===== src/rtl/mem_stage_ctrl.sv =====
// Data-memory stage controller: turns core MemRd/MemWr into a req/ack bus transaction,
// posts stores through a one-entry write buffer and forwards loads that hit it.
module mem_stage_ctrl #(
    parameter int ADDR_W = 32,
    parameter int DATA_W = 32
) (
    input  logic              clk,
    input  logic              reset,
    input  logic              MemRd,
    input  logic              MemWr,
    input  logic [ADDR_W-1:0] Adr,
    input  logic [DATA_W-1:0] DataIn,
    output logic [DATA_W-1:0] DataOut,
    output logic              stall,
    output logic              align_err,
    output logic              mem_req,
    output logic              mem_we,
    output logic [ADDR_W-1:0] mem_adr,
    output logic [DATA_W-1:0] mem_wdata,
    input  logic              mem_ack,
    input  logic [DATA_W-1:0] mem_rdata
);

    typedef enum logic [1:0] {IDLE, WR_BUSY, RD_BUSY, RD_DONE} state_t;

    state_t            state_reg;
    logic              wb_valid_reg;
    logic [ADDR_W-1:0] wb_adr_reg;
    logic [DATA_W-1:0] wb_data_reg;
    logic [DATA_W-1:0] rdata_reg;
    logic              st_held_reg;
    logic              mem_req_reg;
    logic              mem_we_reg;
    logic [ADDR_W-1:0] mem_adr_reg;
    logic [DATA_W-1:0] mem_wdata_reg;

    logic access, ld, st, st_new, st_wait, fwd, drain_done, capture;

    assign access     = MemRd | MemWr;
    assign align_err  = access & ((Adr[1:0] != 2'b00) | (MemRd & MemWr));
    assign ld         = MemRd & ~align_err;
    assign st         = MemWr & ~align_err;
    assign fwd        = ld & wb_valid_reg & (wb_adr_reg == Adr);
    assign drain_done = (state_reg == WR_BUSY) & mem_ack;

    // A store taken while stalled is replayed by the held core for one cycle;
    // st_held_reg retires that replay without capturing it a second time.
    assign st_new  = st & ~st_held_reg;
    assign st_wait = st_new & wb_valid_reg;
    assign capture = st_new & (~wb_valid_reg | drain_done);

    assign stall   = (ld & ~fwd & (state_reg != RD_DONE)) | st_wait;
    assign DataOut = fwd ? wb_data_reg
                   : (ld && state_reg == RD_DONE) ? rdata_reg
                   : '0;

    assign mem_req   = mem_req_reg;
    assign mem_we    = mem_we_reg;
    assign mem_adr   = mem_adr_reg;
    assign mem_wdata = mem_wdata_reg;

    always_ff @(posedge clk or negedge reset) begin
        if (!reset) begin
            state_reg     <= IDLE;
            wb_valid_reg  <= 1'b0;
            wb_adr_reg    <= '0;
            wb_data_reg   <= '0;
            rdata_reg     <= '0;
            st_held_reg   <= 1'b0;
            mem_req_reg   <= 1'b0;
            mem_we_reg    <= 1'b0;
            mem_adr_reg   <= '0;
            mem_wdata_reg <= '0;
        end else begin
            st_held_reg <= capture & st_wait;

            if (capture) begin
                wb_adr_reg   <= Adr;
                wb_data_reg  <= DataIn;
                wb_valid_reg <= 1'b1;
            end else if (drain_done) begin
                wb_valid_reg <= 1'b0;
            end

            case (state_reg)
                IDLE: begin
                    // Draining the buffer always beats a new read, keeping order.
                    if (wb_valid_reg || capture) begin
                        state_reg     <= WR_BUSY;
                        mem_req_reg   <= 1'b1;
                        mem_we_reg    <= 1'b1;
                        mem_adr_reg   <= wb_valid_reg ? wb_adr_reg : Adr;
                        mem_wdata_reg <= wb_valid_reg ? wb_data_reg : DataIn;
                    end else if (ld) begin
                        state_reg   <= RD_BUSY;
                        mem_req_reg <= 1'b1;
                        mem_we_reg  <= 1'b0;
                        mem_adr_reg <= Adr;
                    end
                end
                WR_BUSY: begin
                    if (mem_ack) begin
                        if (capture) begin
                            mem_adr_reg   <= Adr;
                            mem_wdata_reg <= DataIn;
                        end else begin
                            mem_req_reg <= 1'b0;
                            state_reg   <= IDLE;
                        end
                    end
                end
                RD_BUSY: begin
                    if (mem_ack) begin
                        rdata_reg   <= mem_rdata;
                        mem_req_reg <= 1'b0;
                        state_reg   <= RD_DONE;
                    end
                end
                RD_DONE: state_reg <= IDLE;
                default: state_reg <= IDLE;
            endcase
        end
    end

endmodule

===== config.mk =====
export PLATFORM = sky130hd
export DESIGN_NAME = mem_stage_ctrl
export DESIGN_NICKNAME = d
export VERILOG_FILES = /design/src/rtl/mem_stage_ctrl.sv
export SDC_FILE = /design/constraint.sdc
export NUM_CORES = 1
export LEC_CHECK = 0
export BUFFER_PORTS_ARGS = -buffer_cell sky130_fd_sc_hd__buf_4
export CORE_MARGIN = 5
export CORE_UTILIZATION = 58
export CTS_CLUSTER_SIZE = 25
export DETAILED_ROUTE_END_ITERATION = 10
export HOLD_SLACK_MARGIN = 0.06
export PLACE_DENSITY = 0.95
export SLEW_MARGIN = 20
export SYNTH_ARGS = -nofsm -noshare
export SYNTH_HDL_FRONTEND = slang
export SYNTH_SLANG_ARGS = --single-unit

===== constraint.sdc =====
create_clock -name clk -period 3.1 [get_ports clk]
set_input_delay 0.31 -clock clk [delete_from_list [all_inputs] [get_ports clk]]
set_output_delay 0.31 -clock clk [all_outputs]
set_load 0.01 [all_outputs]

==> reports/metrics.csv <==
metric;value;unit
cp_slowest_cell;dfrtp_1;
via_per_inst;5.64;
final_common_cell;buf_4;
finish.net_count;917;
switchingPower;3.41;mW
muxShareOfSynthArea;31.5;%
finalCoreUtilization;75.8;%
ys_ff_latch;166;
clock_latency;0.42;ns
synth_fp_nets;720;
avgSynthCellArea;13.2;um2
antenna_found_initial;0;
grt_overflow;0;
grt_setup_unrepaired;no;
start_util;58.8;%
internal_power;6.93;mW
yosys_warnings;0;
ys_seq_area_share;51.3;%
cp_common_cell;buf_4;
period_needed;2.94;ns
cts_buffer_depth;2;
synth_fa_ha_area_share;0.896;%
setup_viol;0;
synthArstFlopShare;100;%
hold_end;rdata_reg[10];
drive_above_1_share;52.9;%
fmax;340;MHz
netlist-cell-type-count;40;
syn_area;8100;um2
area_delta_synth_final;28.9;%
tns;0;ns
grt_max_degree;73;
synthSimpleGateAreaFrac;6.58;%
post-dp-hpwl;14.8;mm
worstPathMaxFanout;33;
hold_viol_final;0;
worstPathBufferInverterCount;2;
p_clk_share;22.3;%
cts_tree;yes;
hp-class;in2reg;
grt_pass1_vias;6131;
synth_top_area_share;51.3;%
h-tree-depth;4;
path_class;reg2out;
cp-end-kind;primary output;
crit_family;simple AND/OR/NAND/NOR gates;
max-cap-violations;0;
antenna-diode-count;0;
crit_path_start_kind;flip-flop;
dieArea;16400;um2
synth_edf_count;0;
synth-compound-area-share;3.65;%
slew_viol_final;0;
drcViolationCount;0;
synth_area_leader_cell;dfrtp_1;
yosys-top-cells-area;dfrtp_1 51%, mux2_2 22%, mux2_4 5.2%, mux2i_1 4.1%, xnor2_1 3.2%;
max_slew_margin;41.6;%
rows;43;
worstPathRequired;2.79;ns
worstRegToRegCells;6;
synth_xor_area_share;3.35;%
synth_top_family_by_area;multiplexers;
worst_clock_skew;0.00499;ns
layout_common_cells;210 x buf_4, 166 x dfrtp_1, 155 x mux2_2;
switching_share;33.0;%
drtIter0Drc;472;
ys.flop_type;dfrtp_1;
gp_congestion;0.836;
wire_per_inst;20.3;um
status;finished clean;
io_pins;201;
grt_pass1_wl;32.3;mm
rr_startpoint;state_reg[1];
power_density;990;nW/um2
cts-root-buf;clkbuf_16;
slowest_delay;0.41;ns
drt.antenna.violating_nets;0;
tightestPinTransition;0.875;ns
numCtsBuffers;17;
dr.pass1.iters;4;
path_cells;xnor2_1 > nand4_1 > nor4b_1 > nand3_2 > buf_4 > mux2_4 > buf_4;
pwr-share-comb;38.3;%
core_area;13800;um2
p_leak;4.92;nW
clock-sinks;166;
synthCells;614;
finalCritPeriodShare;94.8;%
route.final.wire_length;20.3;mm
worstHoldPathCells;2;
total_power;10.3;mW
r2r_slack;0.73;ns
clkTransAtPathRegs;0.06;ns
cts_resized;0;
hold_start;mem_rdata[10];
die_w;128;um
port_buffers;200;
pwr-share-seq;39.4;%
fp.dieH;128;um
peakVddDrop;744;uV
reg2reg_to;wb_data_reg[15];
arrival;2.63;ns
grt_use_total;25.3;%
vias;5666;
stage by stage:
step | hold slack (ns) | cells | area, um2 | setup WS (ns)
floorplan | 0.0144 | 614 | 8100 | 1.01
global placement | 0.362 | 971 | 9780 | 0.719
detailed placement | 0.369 | 971 | 9780 | 0.677
CTS | 0.101 | 1004 | 10400 | 0.149
global route | 0.106 | 1004 | 10400 | 0.0986
finish | 0.122 | 1004 | 10400 | 0.161
how the worst max path moves through the flow:
stage	start	to	slack (ns)	depth (start not counted)
detailed placement	MemWr	DataOut[13]	0.68	8
finish	wb_adr_reg[17]	DataOut[2]	0.16	7
floorplan	state_reg[1]	mem_adr[10]	1.01	7
CTS	wb_adr_reg[17]	DataOut[13]	0.15	7
global route	wb_adr_reg[17]	DataOut[2]	0.1	7
global placement	MemWr	DataOut[13]	0.72	8
repair_timing:
action / 4_1_cts / 5_1_grt
hold buffers: 1 / 0
endpoints found under the hold margin: 69 / 0
buffers inserted: 0 / 0
cells by family after synthesis:
family,Yosys count
and+or+nand+nor,97
muxes,221
adders and majority gates,6
xor gates and xnor gates,31
buffers and inverters,43
AOI/OAI and AO/OA,50
DFF,166
power groups by stage:
stage	clock network [mW]	logic (mW)	registers (mW)
floorplan	0	2.41	4.01
global placement	0	3.77	3.97
detailed placement	0	3.97	4.07
CTS	2.34	4.00	4.05
global route	2.44	4.31	4.18
finish	2.30	3.96	4.07
synth_stat cells (all sizes together), types with 4 or more instances:
cell type / count
mux2: 188
dfrtp: 166
a21oi: 37
nor2: 35
mux2i: 33
and3: 31
xnor2: 30
buf: 25
clkbuf: 11
nand2: 10
inv: 7
nand4: 7
ha: 5
o21ai: 5
nor2b: 4
area by class of cell:
type                            count  area [um2]
Sequential cell                   166        4150
Multi-Input combinational cell    405        3740
Fill cell                         836        3330
Timing Repair Buffer              214        1640
Clock buffer                       20         457
Tap cell                          180         225
Clock inverter                     12         199
Inverter                            7        26.3
routing by layer:
layer  track usage [%]  wire (um)  vias to the layer above
met3              7.50       1620                       46
li1                  -          -                     2572
met1              30.7       8070                     2822
met2              41.8      10100                      226
met4              11.0        599                        0
met5                 0          0                        -
(Power assumes the default switching activity.)
